[config.mk]
export PLATFORM = sky130hd
export DESIGN_NAME = mem_port_arbiter_flat
export DESIGN_NICKNAME = d
export VERILOG_FILES = /design/src/rtl/mem_port_arbiter_if.sv /design/src/rtl/mem_port_arbiter.sv /design/src/flat_wrapper.sv
export SDC_FILE = /design/constraint.sdc
export NUM_CORES = 1
export LEC_CHECK = 0
export BUFFER_PORTS_ARGS = -buffer_cell sky130_fd_sc_hd__buf_2
export CORE_MARGIN = 2
export CORE_UTILIZATION = 36
export DETAILED_ROUTE_END_ITERATION = 16
export PLACE_DENSITY = 0.87
export SLEW_MARGIN = 20
export SYNTH_ARGS = -nofsm -noshare
export SYNTH_HDL_FRONTEND = slang
export SYNTH_SLANG_ARGS = --single-unit
export TNS_END_PERCENT = 20
[constraint.sdc]
create_clock -name clk -period 1.47 [get_ports clk]
set_input_delay 0.294 -clock clk [delete_from_list [all_inputs] [get_ports clk]]
set_output_delay 0.294 -clock clk [all_outputs]
set_load 0.1 [all_outputs]
[src/rtl/mem_port_arbiter_if.sv]
// Bundle of the fetch, data and RAM-side signals of mem_port_arbiter.
// The slave modport is the arbiter's view, and the master modport is the environment's view.
interface mem_port_arbiter_if #(
  parameter int AW = 8,
  parameter int DW = 32
);
  logic          if_req;
  logic [AW-1:0] if_addr;
  logic          if_gnt;
  logic          if_rvalid;
  logic [DW-1:0] if_rdata;
  logic          d_req;
  logic          d_we;
  logic [AW-1:0] d_addr;
  logic [DW-1:0] d_wdata;
  logic [3:0]    d_be;
  logic          d_gnt;
  logic          d_rvalid;
  logic [DW-1:0] d_rdata;
  logic          m_ce;
  logic          m_we;
  logic [3:0]    m_be;
  logic [AW-1:0] m_addr;
  logic [DW-1:0] m_wdata;
  logic [DW-1:0] m_rdata;
  logic          busy;

  modport slave (
    input  if_req, if_addr, d_req, d_we, d_addr, d_wdata, d_be, m_rdata,
    output if_gnt, if_rvalid, if_rdata, d_gnt, d_rvalid, d_rdata,
           m_ce, m_we, m_be, m_addr, m_wdata, busy
  );

  modport master (
    output if_req, if_addr, d_req, d_we, d_addr, d_wdata, d_be, m_rdata,
    input  if_gnt, if_rvalid, if_rdata, d_gnt, d_rvalid, d_rdata,
           m_ce, m_we, m_be, m_addr, m_wdata, busy
  );
endinterface

[src/rtl/mem_port_arbiter.sv]
// Shares one single-port RAM between instruction fetch and load/store. Data wins by default.
// A starvation counter forces a fetch grant after STARVE_MAX consecutive fetch losses.
module mem_port_arbiter #(
  parameter int AW         = 8,
  parameter int DW         = 32,
  parameter int STARVE_MAX = 4
) (
  input  logic                clk,
  input  logic                rst_n,
  mem_port_arbiter_if.slave   bus
);

  localparam int SW = (STARVE_MAX < 1) ? 1 : $clog2(STARVE_MAX + 1);
  localparam logic [SW-1:0] STARVE_LIM = SW'(STARVE_MAX);

  typedef enum logic [1:0] {IDLE, CMD, RESP} state_e;

  state_e        state_q, state_d;
  logic [SW-1:0] starve_q, starve_d;
  logic          own_if_q, own_if_d;
  logic          we_q, we_d;
  logic [3:0]    be_q, be_d;
  logic [AW-1:0] addr_q, addr_d;
  logic [DW-1:0] wdata_q, wdata_d;
  logic          fetch_win;

  assign fetch_win = bus.if_req && (!bus.d_req || (starve_q == STARVE_LIM));

  always_ff @(posedge clk or negedge rst_n) begin
    if (!rst_n) begin
      state_q  <= IDLE;
      starve_q <= '0;
      own_if_q <= 1'b0;
      we_q     <= 1'b0;
      be_q     <= '0;
      addr_q   <= '0;
      wdata_q  <= '0;
    end else begin
      state_q  <= state_d;
      starve_q <= starve_d;
      own_if_q <= own_if_d;
      we_q     <= we_d;
      be_q     <= be_d;
      addr_q   <= addr_d;
      wdata_q  <= wdata_d;
    end
  end

  always_comb begin
    state_d  = state_q;
    starve_d = starve_q;
    own_if_d = own_if_q;
    we_d     = we_q;
    be_d     = be_q;
    addr_d   = addr_q;
    wdata_d  = wdata_q;
    unique case (state_q)
      IDLE: begin
        if (bus.if_req || bus.d_req) begin
          state_d = CMD;
          if (fetch_win) begin
            own_if_d = 1'b1;
            we_d     = 1'b0;
            be_d     = '1;
            addr_d   = bus.if_addr;
            starve_d = '0;
          end else begin
            own_if_d = 1'b0;
            we_d     = bus.d_we;
            be_d     = bus.d_we ? bus.d_be : 4'hF;
            addr_d   = bus.d_addr;
            wdata_d  = bus.d_wdata;
            // A waiting fetch that loses accumulates; saturate so the forced win sticks.
            if (bus.if_req)
              starve_d = (starve_q == STARVE_LIM) ? starve_q : starve_q + SW'(1);
            else
              starve_d = '0;
          end
        end else begin
          starve_d = '0;
        end
      end
      CMD:     state_d = we_q ? IDLE : RESP;
      RESP:    state_d = IDLE;
      default: state_d = IDLE;
    endcase
  end

  // Strobes decode registered state, so reset removes them asynchronously.
  assign bus.m_ce      = (state_q == CMD);
  assign bus.m_we      = (state_q == CMD) && we_q;
  assign bus.m_be      = (state_q == CMD) ? be_q : '0;
  assign bus.m_addr    = addr_q;
  assign bus.m_wdata   = wdata_q;
  assign bus.if_gnt    = (state_q == CMD) && own_if_q;
  assign bus.d_gnt     = (state_q == CMD) && !own_if_q;
  assign bus.if_rvalid = (state_q == RESP) && own_if_q;
  assign bus.d_rvalid  = (state_q == RESP) && !own_if_q;
  assign bus.if_rdata  = bus.m_rdata;
  assign bus.d_rdata   = bus.m_rdata;
  assign bus.busy      = (state_q != IDLE);

endmodule

[src/flat_wrapper.sv]
// flat-port wrapper written by rule: the top's interface ports become plain ports
module mem_port_arbiter_flat 
#(
  parameter int AW         = 8,
  parameter int DW         = 32,
  parameter int STARVE_MAX = 4
)
  (clk, rst_n, bus_if_req, bus_if_addr, bus_d_req, bus_d_we, bus_d_addr, bus_d_wdata, bus_d_be, bus_m_rdata, bus_if_gnt, bus_if_rvalid, bus_if_rdata, bus_d_gnt, bus_d_rvalid, bus_d_rdata, bus_m_ce, bus_m_we, bus_m_be, bus_m_addr, bus_m_wdata, bus_busy);
  mem_port_arbiter_if #(.AW(AW), .DW(DW)) bus_i ();
  input  logic clk;
  input  logic rst_n;
  input wire logic [$bits(bus_i.if_req)-1:0] bus_if_req;
  input wire logic [$bits(bus_i.if_addr)-1:0] bus_if_addr;
  input wire logic [$bits(bus_i.d_req)-1:0] bus_d_req;
  input wire logic [$bits(bus_i.d_we)-1:0] bus_d_we;
  input wire logic [$bits(bus_i.d_addr)-1:0] bus_d_addr;
  input wire logic [$bits(bus_i.d_wdata)-1:0] bus_d_wdata;
  input wire logic [$bits(bus_i.d_be)-1:0] bus_d_be;
  input wire logic [$bits(bus_i.m_rdata)-1:0] bus_m_rdata;
  output wire logic [$bits(bus_i.if_gnt)-1:0] bus_if_gnt;
  output wire logic [$bits(bus_i.if_rvalid)-1:0] bus_if_rvalid;
  output wire logic [$bits(bus_i.if_rdata)-1:0] bus_if_rdata;
  output wire logic [$bits(bus_i.d_gnt)-1:0] bus_d_gnt;
  output wire logic [$bits(bus_i.d_rvalid)-1:0] bus_d_rvalid;
  output wire logic [$bits(bus_i.d_rdata)-1:0] bus_d_rdata;
  output wire logic [$bits(bus_i.m_ce)-1:0] bus_m_ce;
  output wire logic [$bits(bus_i.m_we)-1:0] bus_m_we;
  output wire logic [$bits(bus_i.m_be)-1:0] bus_m_be;
  output wire logic [$bits(bus_i.m_addr)-1:0] bus_m_addr;
  output wire logic [$bits(bus_i.m_wdata)-1:0] bus_m_wdata;
  output wire logic [$bits(bus_i.busy)-1:0] bus_busy;
  assign bus_i.if_req = bus_if_req;
  assign bus_i.if_addr = bus_if_addr;
  assign bus_i.d_req = bus_d_req;
  assign bus_i.d_we = bus_d_we;
  assign bus_i.d_addr = bus_d_addr;
  assign bus_i.d_wdata = bus_d_wdata;
  assign bus_i.d_be = bus_d_be;
  assign bus_i.m_rdata = bus_m_rdata;
  assign bus_if_gnt = bus_i.if_gnt;
  assign bus_if_rvalid = bus_i.if_rvalid;
  assign bus_if_rdata = bus_i.if_rdata;
  assign bus_d_gnt = bus_i.d_gnt;
  assign bus_d_rvalid = bus_i.d_rvalid;
  assign bus_d_rdata = bus_i.d_rdata;
  assign bus_m_ce = bus_i.m_ce;
  assign bus_m_we = bus_i.m_we;
  assign bus_m_be = bus_i.m_be;
  assign bus_m_addr = bus_i.m_addr;
  assign bus_m_wdata = bus_i.m_wdata;
  assign bus_busy = bus_i.busy;
  mem_port_arbiter #(.AW(AW), .DW(DW), .STARVE_MAX(STARVE_MAX)) u_core (.clk(clk), .rst_n(rst_n), .bus(bus_i));
endmodule
==> flow_summary.json <==
{
  "reg2reg_from": "u_core.state_q[0]$_DFFE_PN0P_",
  "yosys.cell_count.top_type": "buf_4",
  "drt_iter0_drc": 48,
  "clk_latency_ns": 0.31,
  "cts_tree": "done",
  "worstSetupEndpointType": "output pin",
  "relSlewSlack": 0.662,
  "yosysTopAreaCell": "dfrtp_1",
  "cp.depth": 5,
  "path_class": "flip-flop to output pin",
  "fin_nets": 369,
  "worstMarginPinSlew_ns": 0.510,
  "die_x_um": 89.0,
  "port_buffers": 107,
  "drive_gt1_frac": 0.677,
  "drc": 0,
  "fin_cells": 375,
  "cts_root_buffer": "clkbuf_8",
  "synthArstFlopShare": 1.00,
  "yosysTopAreaCellShare": 0.491,
  "startpoint_type": "flip-flop",
  "r2r_end": "u_core.bus.m_wdata[31]$_DFFE_PN0P_",
  "vias_per_cell": 4.65,
  "worst-path-max-fanout": 6,
  "regToRegSetupSlack_ns": -0.12,
  "dieArea_um2": 7920,
  "reg2reg_depth": 5,
  "placedCellCount": 359,
  "htree_levels": 2,
  "status": "complete, but fails checks",
  "synth_common_cells": "buf_4 (64), dfrtp_1 (51), mux2_2 (31)",
  "cts_made_buffers": 5,
  "die_y_um": 89.0,
  "totalWireLength_um": 5610,
  "crit_buf_inv": 3,
  "endpoint": "bus_m_be[2]",
  "worst_slack_ns": -0.247,
  "yosysSeqAreaShare": 0.491,
  "grt_max_degree": 52,
  "synth_area_leaders": "dfrtp_1 (49%), buf_4 (18%), mux2_2 (13%), a221o_1 (3.1%), a21boi_0 (2.6%)",
  "skew_ns": 0.00911,
  "grt_pass1_wl_um": 8360,
  "fin_util": 0.485,
  "yosys_warnings": 0,
  "slew_violations": 0,
  "pin_count": 204,
  "cts.path.max_buffers": 2,
  "syn_area_um2": 2600,
  "final-hold-violation-count": 0,
  "synth_edf_count": 0,
  "track_usage": 0.139,
  "syn_avg_cell_area_um2": 12.3,
  "synth_nets": 303,
  "finalCritPeriodShare": 1.17,
  "max_stage_delay_ns": 0.41,
  "vias": 1743,
  "hp-class": "input port to flip-flop",
  "timing.fmax_mhz": 582,
  "globalRouteOverflowTotal": 0,
  "failed_checks": "setup timing",
  "cap_violations": 0,
  "antenna_found_initial": 0,
  "synth_cells": 212,
  "final_area_um2": 3350,
  "antenna_left": 0,
  "dpl_cell_area_um2": 3090,
  "timing.final.crit_period_ns": 1.72,
  "critPathLaunch": "u_core.state_q[1]$_DFFE_PN0P_",
  "clkTransAtPathRegs_ns": 0.10,
  "cp_top_family": "buffers and inverters",
  "synth-main-ff-cell": "dfrtp_1",
  "finalSetupViolCount": 55,
  "worstPathCellList": "buf_6 > nand2b_4 > clkinvlp_4 > and2_4 > buf_12",
  "core_area_um2": 6910,
  "ys_types": 28,
  "fp-row-count": 30,
  "crit_slowest_cell": "dfrtp_1",
  "clock_sinks": 51,
  "dr.pass1.iters": 3,
  "pre_cts_slack_ns": -0.106,
  "synth.ff_latch_count": 51,
  "antenna_cells": 0,
  "gp_congestion": 0.794,
  "dp_hpwl_um": 4180,
  "area_growth_syn_to_layout_pct": 28.9,
  "cp.arrival_ns": 1.42,
  "required_ns": 1.18,
  "initial_core_util": 0.377,
  "first_global_vias": 1780,
  "wire_per_inst_um": 15.0,
  "rsz0062_at_grt": "yes"
}
cells by family (layout without fill, tap and decap cells):
logic type | Yosys count | in the layout | share of synthesized area
buffers and inverters | 77 | 144 | 0.218
DFF | 51 | 51 | 0.491
and+or+nand+nor | 23 | 23 | 0.0592
AOI/OAI and AO/OA | 27 | 27 | 0.0842
adders and majority gates | 2 | 2 | 0.00962
muxes | 32 | 32 | 0.139
registers in the layout, indices dropped and copies added, names as in the netlist:
name                flops
u_core.own_if_q         1
u_core.we_q             1
u_core.state_q          2
u_core.starve_q         3
u_core.bus.m_wdata     32
u_core.be_q             4
u_core.bus.m_addr       8
metal layers:
layer / GRT usage / share of wire / routed length [um]
met4: 0.0638 / 0.040 / 223
met5: 0 / 0 / 0
met3: 0.0425 / 0.080 / 448
met2: 0.250 / 0.49 / 2750
met1: 0.148 / 0.39 / 2180
cells in the final DEF (no fill, tap or decap), drive strengths merged, types with 2 or more instances in the layout:
cell type | Yosys | routed
nand4 | 2 | 2
a221o | 8 | 8
nand2 | 2 | 2
o22a | 4 | 4
mux2 | 32 | 32
nor3b | 2 | 2
inv | 6 | 5
clkbuf | 2 | 5
ha | 2 | 2
buf | 69 | 129
nand2b | 2 | 2
nand3 | 2 | 2
o21ai | 4 | 4
dfrtp | 51 | 51
and2 | 5 | 5
clkinvlp | 0 | 2
nor2 | 4 | 4
a21boi | 9 | 9
timing repair:
action / in CTS / in global routing
endpoints found under the hold margin: 51 / 0
hold buffers: 1 / 0
setup endpoints to repair: 51 / 59
pin swaps: 18 / 6
buffers inserted: 6 / 2
resized for setup: 21 / 8
cell type report:
type,count,area (um2)
Clock buffer,5,68.8
Clock inverter,3,47.5
Fill cell,640,3550
Inverter,6,30.0
Multi-Input combinational cell,84,860
Sequential cell,51,1280
Tap cell,96,120
Timing Repair Buffer,130,948
worst reg2reg max path: stages, from the launching register on:
cell and delay, ns:
dfrtp_2 0.42, buf_6 0.12, nor2_4 0.16, and3_4 0.24, buf_12 0.18, mux2_2 0.37
how the worst min path moves through the flow:
stage                         from                          endpoint  slack, ns  depth (start not counted)
floorplan                    rst_n        u_core.be_q[0]$_DFFE_PN0P_     -0.002                          0
global placement             rst_n     u_core.state_q[1]$_DFFE_PN0P_       0.30                          2
detailed placement           rst_n     u_core.state_q[1]$_DFFE_PN0P_       0.31                          2
CTS                 bus_if_addr[1]  u_core.bus.m_addr[1]$_DFFE_PN0P_       0.20                          2
global route           bus_d_be[2]        u_core.be_q[2]$_DFFE_PN0P_       0.19                          2
finish              bus_if_addr[1]  u_core.bus.m_addr[1]$_DFFE_PN0P_       0.20                          2
per-stage QoR:
stage	setup TNS, ns	hold WS [ns]
after global routing	-8.92	0.194
after CTS	-5.91	0.195
after detailed placement	-3.29	0.313
final	-6.16	0.203
after global placement	-1.21	0.305
after floorplan	-6.90	-0.00159
Power is left out: the tool's default activity adds up to more than one toggle a clock period on the data nets, which glitch-free logic cannot reach.
